### src/rtl/logic_op_arbiter.sv
// Shares one AND/OR/XOR unit among N_REQ requesters via a round-robin grant and a valid/ack result register.
// Define LOGIC_OP_ARB_FIXED_PRIO_EN to replace round-robin with fixed lowest-index-wins priority.
module logic_op_arbiter #(
  parameter  int N_REQ = 4,
  parameter  int WIDTH = 8,
  localparam int ID_W  = (N_REQ > 1) ? $clog2(N_REQ) : 1
) (
  input  logic                     clk,
  input  logic                     rst,
  input  logic [N_REQ-1:0]         req,
  input  logic [2*N_REQ-1:0]       op,
  input  logic [WIDTH*N_REQ-1:0]   a,
  input  logic [WIDTH*N_REQ-1:0]   b,
  output logic [N_REQ-1:0]         gnt,
  output logic                     busy,
  output logic                     rsp_valid,
  output logic [ID_W-1:0]          rsp_id,
  output logic [WIDTH-1:0]         rsp_data,
  input  logic                     rsp_ack
);

  typedef enum logic [1:0] {IDLE, EXEC, RESP} state_t;

  state_t            state_q, state_d;
  logic [1:0]        cap_op_q, cap_op_d;
  logic [WIDTH-1:0]  cap_a_q, cap_a_d;
  logic [WIDTH-1:0]  cap_b_q, cap_b_d;
  logic [ID_W-1:0]   cap_id_q, cap_id_d;
  logic [WIDTH-1:0]  rsp_data_q, rsp_data_d;
  logic [ID_W-1:0]   rsp_id_q, rsp_id_d;
  logic              rsp_valid_q, rsp_valid_d;
  logic              busy_q, busy_d;
`ifndef LOGIC_OP_ARB_FIXED_PRIO_EN
  logic [ID_W-1:0]   ptr_q, ptr_d;
`endif

  logic              found;
  logic [ID_W-1:0]   win_idx;
  logic [ID_W-1:0]   scan_idx;
  int unsigned       scan_sum;
  logic [1:0]        sel_op;
  logic [WIDTH-1:0]  sel_a;
  logic [WIDTH-1:0]  sel_b;
  logic [WIDTH-1:0]  exec_result;

  // Winner search: first set req bit starting at ptr (or at 0 in fixed-priority builds).
  always_comb begin
    found    = 1'b0;
    win_idx  = '0;
    scan_idx = '0;
    scan_sum = 0;
    for (int k = 0; k < N_REQ; k++) begin
`ifdef LOGIC_OP_ARB_FIXED_PRIO_EN
      scan_sum = k;
`else
      scan_sum = int'(ptr_q) + k;
      if (scan_sum >= N_REQ) scan_sum = scan_sum - N_REQ;
`endif
      scan_idx = ID_W'(scan_sum);
      if (!found && req[scan_idx]) begin
        found   = 1'b1;
        win_idx = scan_idx;
      end
    end
  end

  always_comb begin
    sel_op = '0;
    sel_a  = '0;
    sel_b  = '0;
    for (int i = 0; i < N_REQ; i++) begin
      if (win_idx == ID_W'(i)) begin
        sel_op = op[2*i +: 2];
        sel_a  = a[WIDTH*i +: WIDTH];
        sel_b  = b[WIDTH*i +: WIDTH];
      end
    end
  end

  always_comb begin
    gnt = '0;
    if (state_q == IDLE && !rst && found) gnt[win_idx] = 1'b1;
  end

  always_comb begin
    case (cap_op_q)
      2'd0:    exec_result = cap_a_q & cap_b_q;
      2'd1:    exec_result = cap_a_q | cap_b_q;
      2'd2:    exec_result = cap_a_q ^ cap_b_q;
      default: exec_result = '0;
    endcase
  end

  always_comb begin
    state_d    = state_q;
    cap_op_d   = cap_op_q;
    cap_a_d    = cap_a_q;
    cap_b_d    = cap_b_q;
    cap_id_d   = cap_id_q;
    rsp_data_d = rsp_data_q;
    rsp_id_d   = rsp_id_q;
`ifndef LOGIC_OP_ARB_FIXED_PRIO_EN
    ptr_d      = ptr_q;
`endif
    case (state_q)
      IDLE: begin
        if (found) begin
          cap_op_d = sel_op;
          cap_a_d  = sel_a;
          cap_b_d  = sel_b;
          cap_id_d = win_idx;
          state_d  = EXEC;
`ifndef LOGIC_OP_ARB_FIXED_PRIO_EN
          ptr_d    = (win_idx == ID_W'(N_REQ - 1)) ? '0 : win_idx + ID_W'(1);
`endif
        end
      end
      EXEC: begin
        rsp_data_d = exec_result;
        rsp_id_d   = cap_id_q;
        state_d    = RESP;
      end
      RESP: begin
        if (rsp_ack) state_d = IDLE;
      end
      default: state_d = IDLE;
    endcase
    busy_d      = (state_d != IDLE);
    rsp_valid_d = (state_d == RESP);
  end

  always_ff @(posedge clk) begin
    if (rst) begin
      state_q     <= IDLE;
      cap_op_q    <= '0;
      cap_a_q     <= '0;
      cap_b_q     <= '0;
      cap_id_q    <= '0;
      rsp_data_q  <= '0;
      rsp_id_q    <= '0;
      rsp_valid_q <= 1'b0;
      busy_q      <= 1'b0;
`ifndef LOGIC_OP_ARB_FIXED_PRIO_EN
      ptr_q       <= '0;
`endif
    end else begin
      state_q     <= state_d;
      cap_op_q    <= cap_op_d;
      cap_a_q     <= cap_a_d;
      cap_b_q     <= cap_b_d;
      cap_id_q    <= cap_id_d;
      rsp_data_q  <= rsp_data_d;
      rsp_id_q    <= rsp_id_d;
      rsp_valid_q <= rsp_valid_d;
      busy_q      <= busy_d;
`ifndef LOGIC_OP_ARB_FIXED_PRIO_EN
      ptr_q       <= ptr_d;
`endif
    end
  end

  assign busy      = busy_q;
  assign rsp_valid = rsp_valid_q;
  assign rsp_id    = rsp_id_q;
  assign rsp_data  = rsp_data_q;

endmodule

### config.mk
export PLATFORM = sky130hd
export DESIGN_NAME = logic_op_arbiter
export DESIGN_NICKNAME = d
export VERILOG_FILES = /design/src/rtl/logic_op_arbiter.sv
export SDC_FILE = /design/constraint.sdc
export NUM_CORES = 1
export LEC_CHECK = 0
export CORE_ASPECT_RATIO = 2
export CORE_MARGIN = 1.5
export CORE_UTILIZATION = 30
export DETAILED_ROUTE_END_ITERATION = 10
export GPL_ROUTABILITY_DRIVEN = 0
export PLACE_DENSITY_LB_ADDON = 0.05
export SYNTH_ARGS = -nofsm -noshare
export SYNTH_HDL_FRONTEND = slang
export SYNTH_SLANG_ARGS = --single-unit
### constraint.sdc
create_clock -name clk -period 5.5 [get_ports clk]
set_clock_uncertainty 0.2 [all_clocks]
set_input_delay 0.55 -clock clk [delete_from_list [all_inputs] [get_ports clk]]
set_output_delay 0.55 -clock clk [all_outputs]
set_load 0.01 [all_outputs]
* Word level (Yosys, flattened, before mapping)
Index checks and enable logic that the tools add are counted.
Word-level totals: bits in registers 36, input port bits 79, word-level logic and storage cells 94
Cells by class: add/sub/neg operators 8, magnitude comparators 10, eq/ne operators 8, multiplexer cells 40, bitwise operators 3, reduce and logical (&&, ||, !) cells 15
Operator list (number):
- $mux W8 | 8
- $mux W2 | 15
- $pmux W8 S3 | 1
- $lt A2 B3 Y1 const B | 5
- $eq A2 B2 Y1 const B | 5
- $ge A3 B3 Y1 const B | 3
- $mux W1 | 9
- $and A8 B8 Y8 | 1
- $bmux W1 S2 | 4
- $or A8 B8 Y8 | 1
- $sub A2 B1 Y2 const B | 4
- $xor A8 B8 Y8 | 1
- $add A2 B2 Y3 const B | 2
- $eq A2 B1 Y1 const B | 3
- $logic_and A1 B1 Y1 | 6
- $logic_not A2 Y1 | 3
- $pmux W2 S3 | 1
- $logic_not A1 Y1 | 4
- $mux W4 | 1
- $add A2 B1 Y3 const B | 1
- $ge A2 B3 Y1 const B | 1
- $add A2 B1 Y2 const B | 1
- $demux W1 S2 | 1
- $ge A2 B1 Y1 const B | 1
- other kinds (2) | 2

* Depth between registers and ports, before layout
depth in word-level cells 19, gate-level depth with buffers 11, mapped depth without buffers 9

* Worst setup path before layout
No wires, ideal clock.
path kind input to output, start input port req[1], end output port gnt[3], data arrival time 1986 ps, setup slack 2764 ps, stages on the path 7, path buffers 2, cell sequence a2bb2oi_1 -> o32ai_1 -> nor3_1 -> ha_1 -> buf_1 -> buf_2 -> and2_1
Between the ends: cells in the longest elaborated chain, start to end 17, elaborated cells on any way between the ends 29, classes of those cells order compare: 2; mux: 19; reduce/logical: 8
Ends and longest elaborated chain:
- from (decl) | RTL line 10 | input logic [N_REQ-1:0] req,
- $bmux W1 S2 | RTL line 60 | if (!found && req[scan_idx]) begin
- $mux W1 (not written as such) | RTL line 60
- $mux W1 | RTL line 60
- $logic_not A1 Y1 | RTL line 60
- $logic_and A1 B1 Y1 | RTL line 60
- $mux W1 | RTL line 60
- $logic_not A1 Y1 | RTL line 60
- $logic_and A1 B1 Y1 | RTL line 60
- [... 2 more ...]
- $logic_and A1 B1 Y1 | RTL line 60
- $mux W2 (*) | RTL line 60
- net win_idx[0] | RTL line 38 | logic [ID_W-1:0] win_idx;
- $lt A2 B3 Y1 (not written as such) or $ge A2 B1 Y1 (tied branches) | RTL line 82 | if (state_q == IDLE && !rst && found) gnt[win_idx] = 1'b1;
- $logic_and A1 B1 Y1 (not written as such) | RTL line 82
- $mux W1 (not written as such) | RTL line 82
- $demux W1 S2 (*) | RTL line 82
- $mux W4 (*) | RTL line 82
- to (decl) | RTL line 14 | output logic [N_REQ-1:0] gnt,
The timed path passes the listed nets; every way through them passes the cells marked *. The select of a mux whose other input is x is not followed.

* Worst setup path in the final report
start input port req[2], end output port gnt[0]
Between the ends: cells in the longest elaborated chain, start to end 17, elaborated cells on any way between the ends 29, classes of those cells order compare: 2; mux: 19; reduce/logical: 8
Ends and longest elaborated chain (RTL line):
- $bmux W1 S2 | 60
- $mux W1 (not written as such) | 60
- $mux W1 | 60
- $logic_not A1 Y1 | 60
- $logic_and A1 B1 Y1 | 60
- $mux W1 | 60
- $logic_not A1 Y1 | 60
- $logic_and A1 B1 Y1 | 60
- $mux W1 | 60
- $logic_not A1 Y1 | 60
- $logic_and A1 B1 Y1 | 60
- $mux W2 | 60
- $lt A2 B3 Y1 (not written as such) or $ge A2 B1 Y1 (tied branches) | 82
- $logic_and A1 B1 Y1 (not written as such) | 82
- $mux W1 (not written as such) | 82
- $demux W1 S2 | 82
- $mux W4 (*) | 82
Mark *: on every way between the ends. The rest lies on a longest branch, timed or not. The select of a mux whose other input is x is not followed.

==> impl_metrics.json <==
{
  "power_switching_w": 0.000409,
  "cp.arrival_ps": 3210,
  "chipWidth_um": 68.6,
  "drive_gt1_share_pct": 12.5,
  "grt_antenna_before_repair": 0,
  "dp.cells": 482,
  "n_fill_cell": 829,
  "portBuffers": 94,
  "cap_violations": 0,
  "power_density_mw_per_mm2": 333,
  "grt_max_degree": 41,
  "die_h_um": 134,
  "core_mm2": 0.00829,
  "area_growth_pct": 44.2,
  "ctsResizeCount": 0,
  "maxSlewHeadroom_pct": 24.5,
  "cts_tree": "built",
  "max_freq_mhz": 253,
  "postCtsSetupRepairBufs": 0,
  "p_seq_share_pct": 27.5,
  "total_power_w": 0.00124,
  "vias": 2445,
  "drcViolationCount": 0,
  "p_leak_nw": 1.44,
  "clk_pin_slew_worst_paths_ps": 60,
  "placed_area_mm2": 0.00350,
  "synth-seq-cells": 36,
  "wl_per_cell_um": 14.4,
  "swShare_pct": 33.0,
  "ant_nets": 0,
  "netlist_instances": 316,
  "comb_power_share_pct": 38.8,
  "synthDistinctLibCells": 28,
  "finalMaxSlewViolations": 0,
  "nets": 490,
  "synthesis.area_mm2": 0.00258,
  "final_cells": 490,
  "clock_latency_ps": 280,
  "p_int_w": 0.000830,
  "worstPathRequired_ps": 4750,
  "diodes": 0,
  "fin_crit_sh_pct": 71.9,
  "fin_area_mm2": 0.00372,
  "overflow": 0,
  "hpwlAfterDp_mm": 5.36,
  "grt_pass1_vias": 2381,
  "hp-class": "reg2reg",
  "setup_tns_ps": 0,
  "clock-sinks": 36,
  "ys_seq_area_share_pct": 27.9,
  "die_area_mm2": 0.00920,
  "cp_max_fo": 19,
  "initial_core_util_pct": 31.1,
  "yosysWarnings": 0,
  "rsz0062_at_grt": "false",
  "drt-pass1-iter-count": 4,
  "ios": 95,
  "crit_path_end_kind": "output port",
  "power.share.clock_pct": 33.7,
  "worst_pin_slew_ps": 1130,
  "root_buffer": "clkbuf_16",
  "wl_mm": 7.05,
  "num_rows": 47,
  "hold_buffers": 0,
  "grt_pass1_wl_mm": 11.5,
  "htreeDepth": 2,
  "run_status": "complete, no violations",
  "drt_iter0_markers": 87,
  "grt_use_total_pct": 16.6,
  "path_class": "in2out",
  "peakVddDrop_mv": 0.113,
  "synth_fp_nets": 415,
  "setup_viol": 0,
  "cts.path.max_buffers": 2,
  "hold_viol": 0,
  "via_per_inst": 4.99,
  "min_period_ps": 3960,
  "postSynthAreaPerCell_um2": 8.16,
  "numCtsBuffers": 5,
  "hold_ws_ps": 253,
  "crit_path_start_kind": "primary input"
}
## power by group through the flow
stage / clock [W] / sequential [W] / combinational [W]
floorplan: 0 / 0.000334 / 0.000348
global placement: 0 / 0.000345 / 0.000476
detailed placement: 0 / 0.000347 / 0.000484
CTS: 0.000426 / 0.000341 / 0.000488
global route: 0.000433 / 0.000348 / 0.000540
finish: 0.000417 / 0.000340 / 0.000481
## through the flow
| step | util, % | setup slack (ps) |
|---|---|---|
| floorplan | - | 2760 |
| global route | 44.9 | 1310 |
| detailed placement | 42.3 | 1530 |
| global placement | 42.3 | 1600 |
| CTS | 44.9 | 1520 |
| finish | 44.9 | 1540 |
## sequential cells by signal (all words and copies together), names as in the netlist
name	flops
rsp_data	8
ptr_q	2
cap_a_q	8
state_q	2
cap_b_q	8
cap_op_q	2
rsp_id	2
cap_id_q	2
busy	1
rsp_valid	1
## routing by layer
layer	vias up	track usage [%]	part of all wire, %
li1	1252	-	-
met1	1109	19.1	40
met2	75	29.1	53
met3	9	2.10	4.3
met4	0	7.11	2.2
met5	-	0	0
## layout by cell type, fill, tap and decap left out, types with 3 or more instances in the layout
cell type,netlist,layout
o21ai_0,19,19
clkbuf_16,0,5
and2_1,4,4
a211oi_1,14,14
dfxtp_1,36,36
clkdlybuf4s50_1,0,93
nand2_1,25,25
nor3_1,12,12
a21oi_1,45,45
bufinv_16,0,3
nor2_1,20,20
nand2b_1,6,6
a221oi_2,18,18
buf_4,0,3
inv_1,38,38
ha_1,20,20
a211oi_2,16,16
## logic make-up (layout without fill, tap and decap cells)
group | count (synthesis) | after routing | share of synthesized area [%]
buffers and inverters | 67 | 143 | 11.6
DFF | 36 | 36 | 27.9
and+or+nand+nor | 73 | 73 | 13.4
muxes | 1 | 1 | 0.388
adders and majority gates | 20 | 20 | 9.70
AOI/OAI and AO/OA | 119 | 119 | 37.0
## worst max-delay path, cell delays in order
cell and delay [ps]:
clkdlybuf4s50_1 560, inv_1 90, o32ai_1 460, or3_1 220, ha_1 560, and2_1 220, clkdlybuf4s50_1 530
## synthesized netlist by cell type
cell	number	area share [%]
a211oi_1	14	4.1
a211oi_2	16	7.8
a21o_1	1	0.29
a21oi_1	45	8.7
a21oi_2	1	0.34
a221oi_2	18	10
a2bb2oi_1	1	0.34
and2_1	4	0.97
buf_1	3	0.44
buf_2	9	1.7
buf_6	5	2.2
clkbuf_1	12	1.7
dfxtp_1	36	28
ha_1	20	9.7
inv_1	38	5.5
mux2i_1	1	0.39
nand2_1	25	3.6
nand2b_1	6	1.5
nand3b_1	1	0.29
nor2_1	20	2.9
nor2b_1	2	0.48
nor3_1	12	2.3
nor4_4	1	0.82
o21ai_0	19	3.7
o22ai_1	1	0.24
o31a_1	1	0.34
o32ai_1	2	0.68
or3_1	2	0.48
## layout make-up
cell class | count | area [µm²] | share of cell area [%]
multi-input combinational | 213 | 1560 | 41.9
timing repair buffer | 97 | 958 | 25.8
sequential | 36 | 721 | 19.4
inverter | 38 | 143 | 3.83
clock buffer | 5 | 125 | 3.36
tap | 98 | 123 | 3.30
clock inverter | 3 | 90.1 | 2.42
## final timing paths
path | start | endpoint | slack, ps | cells past startpoint
min | rsp_id[0] | rsp_id[0] | 250 | 2
max | req[2] | gnt[0] | 1540 | 7
max reg2reg | ptr_q[0] | cap_b_q[7] | 2730 | 10
min reg2reg | rsp_id[0] | rsp_id[0] | 250 | 2
Note: power is estimated with default switching activity, not from simulation.
